**config.mk**
```make
export PLATFORM = sky130hd
export DESIGN_NAME = phy_stim_gen
export DESIGN_NICKNAME = d
export VERILOG_FILES = /design/src/rtl/phy_stim_gen.sv
export SDC_FILE = /design/constraint.sdc
export NUM_CORES = 1
export LEC_CHECK = 0
export CAP_MARGIN = 20
export CORE_MARGIN = 2
export CORE_UTILIZATION = 62
export DETAILED_ROUTE_END_ITERATION = 10
export GPL_TIMING_DRIVEN = 0
export HOLD_SLACK_MARGIN = 0.05
export PLACE_DENSITY_LB_ADDON = 0.1
export SYNTH_ARGS = -nofsm -noshare
export SYNTH_HDL_FRONTEND = slang
export SYNTH_SLANG_ARGS = --single-unit
```
**constraint.sdc**
```tcl
create_clock -name clk_2f -period 8.5 [get_ports clk_2f]
set_clock_uncertainty 0.05 [all_clocks]
set_input_delay 2.55 -clock clk_2f [delete_from_list [all_inputs] [get_ports clk_2f]]
set_output_delay 2.55 -clock clk_2f [all_outputs]
set_load 0.005 [all_outputs]
```
**src/rtl/phy_stim_gen.sv**
```systemverilog
//-----------------------------------------------------------------------------
// phy_stim_gen
//
// Purpose: multi-lane PHY stimulus generator. When it sees start in IDLE it
// latches its configuration and emits num_bursts bursts of burst_len beats,
// separated by gap_len idle cycles. Each lane produces an incrementing,
// decrementing, LFSR or constant word pattern. A beat advances only when
// ready is high, so the outputs hold under backpressure. done pulses for one
// cycle at the end of the sequence.
//
// Configuration macro:
//   PHY_STIM_LFSR_EN - when defined, mode 2 is a per-lane LFSR. When it is
//                      absent, no LFSR logic is built and mode 2 behaves as
//                      the incrementing mode 0.
//
// Parameters:
//   LANES      - number of parallel data lanes (1..8)
//   WIDTH      - bits per lane word (8..32)
//
// Ports:
//   clk_2f     in   single clock; all logic runs on its rising edge
//   reset      in   synchronous, active-high reset
//   start      in   begins a sequence when sampled high in IDLE
//   mode       in   pattern: 0 inc, 1 dec, 2 LFSR, 3 constant
//   burst_len  in   valid beats per burst
//   gap_len    in   idle cycles between bursts
//   num_bursts in   bursts per sequence
//   lane_en    in   per-lane enable mask
//   ready      in   downstream accepts the current beat
//   data_out   out  lane i occupies bits [i*WIDTH +: WIDTH]
//   valid_out  out  per-lane valid
//   busy       out  high from the cycle after start through the DONE cycle
//   done       out  one-cycle pulse at the end of the sequence
//-----------------------------------------------------------------------------
module phy_stim_gen #(
  parameter int LANES = 2,
  parameter int WIDTH = 8
) (
  input  logic                   clk_2f,
  input  logic                   reset,
  input  logic                   start,
  input  logic [1:0]             mode,
  input  logic [7:0]             burst_len,
  input  logic [7:0]             gap_len,
  input  logic [7:0]             num_bursts,
  input  logic [LANES-1:0]       lane_en,
  input  logic                   ready,
  output logic [LANES*WIDTH-1:0] data_out,
  output logic [LANES-1:0]       valid_out,
  output logic                   busy,
  output logic                   done
);

  typedef enum logic [1:0] {
    IDLE  = 2'd0,
    BURST = 2'd1,
    GAP   = 2'd2,
    DONE  = 2'd3
  } state_t;

  localparam logic [WIDTH-1:0] ONE_C = {{(WIDTH-1){1'b0}}, 1'b1};

  // Constant-mode base word: WIDTH/8 copies of A5 in the low bytes.
  function automatic logic [WIDTH-1:0] const_pat_f();
    logic [WIDTH-1:0] p;
    p = '0;
    for (int b = 0; b < WIDTH / 8; b++) begin
      p[b*8 +: 8] = 8'hA5;
    end
    return p;
  endfunction

  // Per-lane seed for a given pattern mode.
  function automatic logic [WIDTH-1:0] seed_f(input logic [1:0] m, input int lane);
    logic [WIDTH-1:0] idx;
    logic [WIDTH-1:0] s;
    idx = WIDTH'(lane);
    case (m)
      2'd0:    s = idx;
      2'd1:    s = '1 - idx;
`ifdef PHY_STIM_LFSR_EN
      2'd2:    s = idx + ONE_C;
`else
      2'd2:    s = idx;
`endif
      2'd3:    s = const_pat_f() ^ idx;
      default: s = idx;
    endcase
    return s;
  endfunction

  // Advance one lane word by one completed beat.
  function automatic logic [WIDTH-1:0] step_f(input logic [1:0] m, input logic [WIDTH-1:0] x);
    logic [WIDTH-1:0] n;
    case (m)
      2'd0:    n = x + ONE_C;
      2'd1:    n = x - ONE_C;
`ifdef PHY_STIM_LFSR_EN
      2'd2:    n = {x[WIDTH-2:0], x[WIDTH-1] ^ x[WIDTH-3] ^ x[WIDTH-4] ^ x[WIDTH-5]};
`else
      2'd2:    n = x + ONE_C;
`endif
      2'd3:    n = x;
      default: n = x;
    endcase
    return n;
  endfunction

  state_t                   state_r;
  logic [1:0]               mode_r;
  logic [7:0]               burst_len_r;
  logic [7:0]               gap_len_r;
  logic [7:0]               num_bursts_r;
  logic [LANES-1:0]         lane_en_r;
  logic [7:0]               beat_cnt_r;
  logic [7:0]               burst_cnt_r;
  logic [7:0]               gap_cnt_r;
  logic [WIDTH-1:0]         lane_r [LANES];
  logic [LANES*WIDTH-1:0]   data_out_r;
  logic [LANES-1:0]         valid_r;
  logic                     busy_r;
  logic                     done_r;

  logic [1:0]               mode_eff_s;
  logic [WIDTH-1:0]         seed_s [LANES];
  logic [WIDTH-1:0]         step_s [LANES];
  logic [LANES*WIDTH-1:0]   seed_pack_s;
  logic [LANES*WIDTH-1:0]   step_pack_s;

  // Mode as it will be latched: without the LFSR build, mode 2 collapses to 0.
  always_comb begin
    mode_eff_s = mode;
`ifndef PHY_STIM_LFSR_EN
    if (mode == 2'd2) begin
      mode_eff_s = 2'd0;
    end else begin
      mode_eff_s = mode;
    end
`endif
  end

  // Seed and next-beat lane words, plus their masked output packings.
  always_comb begin
    seed_pack_s = '0;
    step_pack_s = '0;
    for (int i = 0; i < LANES; i++) begin
      seed_s[i] = seed_f(mode_eff_s, i);
      step_s[i] = step_f(mode_r, lane_r[i]);
      seed_pack_s[i*WIDTH +: WIDTH] = lane_en[i]   ? seed_s[i] : '0;
      step_pack_s[i*WIDTH +: WIDTH] = lane_en_r[i] ? step_s[i] : '0;
    end
  end

  // Sequencer FSM with all outputs and lane state registered.
  always_ff @(posedge clk_2f) begin
    if (reset) begin
      state_r      <= IDLE;
      mode_r       <= 2'd0;
      burst_len_r  <= 8'd0;
      gap_len_r    <= 8'd0;
      num_bursts_r <= 8'd0;
      lane_en_r    <= '0;
      beat_cnt_r   <= 8'd0;
      burst_cnt_r  <= 8'd0;
      gap_cnt_r    <= 8'd0;
      for (int i = 0; i < LANES; i++) begin
        lane_r[i] <= '0;
      end
      data_out_r   <= '0;
      valid_r      <= '0;
      busy_r       <= 1'b0;
      done_r       <= 1'b0;
    end else begin
      case (state_r)
        IDLE: begin
          done_r  <= 1'b0;
          valid_r <= '0;
          busy_r  <= 1'b0;
          if (start) begin
            mode_r       <= mode_eff_s;
            burst_len_r  <= burst_len;
            gap_len_r    <= gap_len;
            num_bursts_r <= num_bursts;
            lane_en_r    <= lane_en;
            beat_cnt_r   <= 8'd0;
            burst_cnt_r  <= 8'd0;
            gap_cnt_r    <= 8'd0;
            for (int i = 0; i < LANES; i++) begin
              lane_r[i] <= seed_s[i];
            end
            data_out_r   <= seed_pack_s;
            busy_r       <= 1'b1;
            // Empty sequences go straight to DONE without any beat.
            if ((num_bursts == 8'd0) || (burst_len == 8'd0)) begin
              state_r <= DONE;
              done_r  <= 1'b1;
            end else begin
              state_r <= BURST;
              valid_r <= lane_en;
            end
          end
        end

        BURST: begin
          // The beat on offer completes only when downstream takes it.
          if (ready) begin
            for (int i = 0; i < LANES; i++) begin
              lane_r[i] <= step_s[i];
            end
            data_out_r <= step_pack_s;
            if (beat_cnt_r == (burst_len_r - 8'd1)) begin
              beat_cnt_r <= 8'd0;
              if (burst_cnt_r == (num_bursts_r - 8'd1)) begin
                state_r <= DONE;
                done_r  <= 1'b1;
                valid_r <= '0;
              end else begin
                burst_cnt_r <= burst_cnt_r + 8'd1;
                // A zero gap keeps BURST and valid asserted: back-to-back beats.
                if (gap_len_r != 8'd0) begin
                  state_r   <= GAP;
                  gap_cnt_r <= gap_len_r;
                  valid_r   <= '0;
                end
              end
            end else begin
              beat_cnt_r <= beat_cnt_r + 8'd1;
            end
          end
        end

        GAP: begin
          if (gap_cnt_r == 8'd1) begin
            state_r   <= BURST;
            valid_r   <= lane_en_r;
            gap_cnt_r <= 8'd0;
          end else begin
            gap_cnt_r <= gap_cnt_r - 8'd1;
          end
        end

        DONE: begin
          // start is deliberately not examined here.
          state_r <= IDLE;
          done_r  <= 1'b0;
          busy_r  <= 1'b0;
          valid_r <= '0;
        end

        default: begin
          state_r <= IDLE;
          valid_r <= '0;
          busy_r  <= 1'b0;
          done_r  <= 1'b0;
        end
      endcase
    end
  end

  assign data_out  = data_out_r;
  assign valid_out = valid_r;
  assign busy      = busy_r;
  assign done      = done_r;

endmodule

```
==> flow_summary_export.csv <==
group,metric,value,unit
status,outcome,"complete, no violations",
critical_path,worstSetupEndpoint,"lane_r[0][14]",
placement,place_ws,3170,ps
clock_network,clkTransAtPathRegs,90,ps
critical_path,crit_start,"start",
timing,maxSlewHeadroom,28.9,%
hold_path,hp-class,"reg -> reg",
critical_path,r2r_slack,5010,ps
timing,rsz0062_at_grt,"false",
timing,maxSlewViolCount,0,
floorplanning,num_io_pins,52,
clock_network,clockBufferDepth,2,
global_route,grt_usage,30.9,%
clock_network,cts_repair_resize_count,0,
critical_path,cp-start-kind,"input port",
yosys,syn_nets,631,
global_route,antenna_found_initial,0,
power_and_ir_drop,p_int,1.03,mW
timing,period_minus_slack,4950,ps
yosys,yosysMostFrequentCell,"dfxtp_1",
floorplanning,die_height,95.1,um
finish,drive_above_1_share,4.54,%
yosys,async_flop_share,0,%
yosys,synth_warnings,0,
power_and_ir_drop,ir_drop,0.000189,V
floorplanning,initial_core_util,63.2,%
timing,fmaxAchievable,0.202,GHz
global_route,grt_max_degree,17,
power_and_ir_drop,cellLeakagePower,2.37,nW
global_route,grt_pass1_wl,21.8,mm
critical_path,crit_required,8410,ps
global_route,grt_pass1_vias,4420,
yosys,synth_edf_count,16,
drt,post-route-drc-count,0,
finish,n_antenna_cell,0,
finish,seq_area,1960,sq um
hold_path,whs_path_depth,1,
drt,drt-total-wl,13.4,mm
critical_path,rr_endpoint,"lane_r[0][7]",
yosys,yosysUniqueCellTypes,61,
finish,layout-area-overhead-vs-synth,16.2,%
critical_path,rr_worst_depth,10,
power_and_ir_drop,powerDensity,295,nW/um^2
clock_network,clkSinkCount,90,
placement,gp_congestion,0.932,
power_and_ir_drop,p_sw,0.733,mW
yosys,synth_top_area_share,28.8,%
timing,setup_tns,0,ps
clock_network,post-cts-setup-buffer-count,0,
critical_path,crit_fanout,16,
placement,dp_cells,728,
drt,dr.pass1.iters,5,
floorplanning,core,8130,sq um
timing,period_share,58.2,%
finish,layout.cells.non_filler,744,
yosys,synth_common_cells,"74 x dfxtp_1, 52 x o21ai_0, 46 x nand2_1, 34 x nor2_1, 31 x xnor2_1",
timing,hold_violations,0,
critical_path,critPathKind,"in -> reg",
finish,nFillCells,603,
critical_path,crit_arrival,4850,ps
power_and_ir_drop,combPwrFrac,47.0,%
drt,drtIter0Drc,290,
yosys,syn_area,5140,sq um
placement,hpwl,9.96,mm
clock_network,cts_buffers,9,
critical_path,cp-end-kind,"register",
yosys,synth_top_area_cell,"dfxtp_1",
placement,numPortBuffers,50,
yosys,synthesis.instances,573,
yosys,yosys-top-cells-area,"dfxtp_1 29%, edfxtp_1 9.3%, ha_1 5.8%, xnor2_1 5.3%, o21ai_0 5.1%",
finish,fin_nets,692,
global_route,overflow,0,
drt,avgRoutedWirePerCell,18.0,um
yosys,yosys_most_used_dff,"dfxtp_1",
drt,via_per_inst,6.36,
yosys,yosysSeqAreaShare,38.2,%
drt,vias,4734,
finish,multi_input_area,2980,sq um
clock_network,insertion_delay,380,ps
clock_network,postCtsHoldBufs,0,
floorplanning,std_cell_rows,33,
timing,worst-slew-pin-transition,1060,ps
power_and_ir_drop,p_sw_share,41.6,%
floorplanning,dieArea,9040,sq um
clock_network,cts_tree,"built",
power_and_ir_drop,seqPwrFrac,35.6,%
critical_path,r2r-start,"mode_r[0]",
power_and_ir_drop,clkPwrFrac,17.4,%
timing,setup_ws,3550,ps
timing,setup_viol,0,
clock_network,cts_root_buf,"clkbuf_8",
yosys,synth_seq_cells,90,
floorplanning,fp.dieW,95.1,um
yosys,syn_avg_cell_area,8.97,sq um
clock_network,htree_levels,3,
drt,drtAntennaViolNets,0,
run,maxCapViolations,0,
## kinds of logic (layout without fill, tap and decap cells)
kind of cell	Yosys count	count (layout)	synth area share [%]
adder cells (fa/ha/maj)	26	26	6.62
multiplexers	10	10	1.95
buffers and inverters	51	117	3.92
AO/OA/AOI/OAI	179	179	24.4
flip-flops	90	90	38.2
XOR/XNOR	47	47	8.27
AND/OR/NAND/NOR	170	170	16.7
## registers in the layout (all words and copies together), names as in the netlist
| name | flops |
|---|---|
| lane_en_r | 2 |
| burst_cnt_r | 8 |
| num_bursts_r | 8 |
| state_r | 2 |
| burst_len_r | 8 |
| busy | 1 |
| mode_r | 2 |
| beat_cnt_r | 8 |
| data_out | 16 |
| gap_len_r | 8 |
| valid_out | 2 |
| gap_cnt_r | 8 |
| done | 1 |
| lane_r | 16 |
## worst min path at each step
stage / end / from / slack (ps)
2_1_floorplan: gap_len_r[5] / gap_len_r[5] / 410
3_3_place_gp: busy / busy / 420
3_5_place_dp: busy / busy / 440
4_1_cts: data_out[1] / data_out[1] / 460
5_1_grt: data_out[12] / data_out[12] / 470
6_report: data_out[1] / data_out[1] / 460
## power by group through the flow
stage	Sequential, mW	Clock [mW]	Combinational, mW
floorplan	0.614	0	0.555
global placement	0.631	0	0.781
detailed placement	0.633	0	0.811
CTS	0.625	0.304	0.818
global route	0.638	0.324	0.916
finish	0.628	0.307	0.828
## through the flow
step	util [%]	total power [mW]	hold slack, ps	area [sq um]
global placement	71.0	1.41	423	5770
detailed placement	71.0	1.44	435	5770
global route	73.4	1.88	467	5970
finish	73.4	1.76	455	5970
floorplan	-	1.17	406	5140
CTS	73.4	1.75	461	5970
## metal layers
layer,GRT usage [%],routed length [um],up-vias
met1,41.8,5940,2261
met5,0,0,-
met2,50.4,6400,197
li1,-,-,2255
met4,9.54,191,0
met3,5.61,865,21
## critical path: stages
cell and delay [ps]:
clkdlybuf4s50_1 560, a21oi_1 260, clkbuf_1 480, clkbuf_1 430, nand2_1 560
## placed cells by master (no fill, tap or decap), drive strengths merged, types with 8 or more instances in the layout
| cell | count |
|---|---|
| a21o | 8 |
| a21oi | 26 |
| a22o | 27 |
| a31oi | 9 |
| clkbuf | 33 |
| clkdlybuf4s50 | 50 |
| dfxtp | 74 |
| edfxtp | 16 |
| ha | 24 |
| inv | 25 |
| mux2i | 10 |
| nand2 | 46 |
| nand3 | 12 |
| nand4 | 13 |
| nor2 | 34 |
| nor3 | 17 |
| o211a | 9 |
| o211ai | 8 |
| o21ai | 52 |
| or4 | 11 |
| xnor2 | 31 |
| xor2 | 15 |
## cell type report
type | count | area share [%]
buffer | 27 | 1.86
clock buffer | 9 | 2.07
clock inverter | 7 | 1.26
inverter | 24 | 1.51
multi-input combinational | 432 | 49.9
sequential | 90 | 32.9
tap | 105 | 2.20
timing repair buffer | 50 | 8.38
Power figures use the tool's default switching activity.
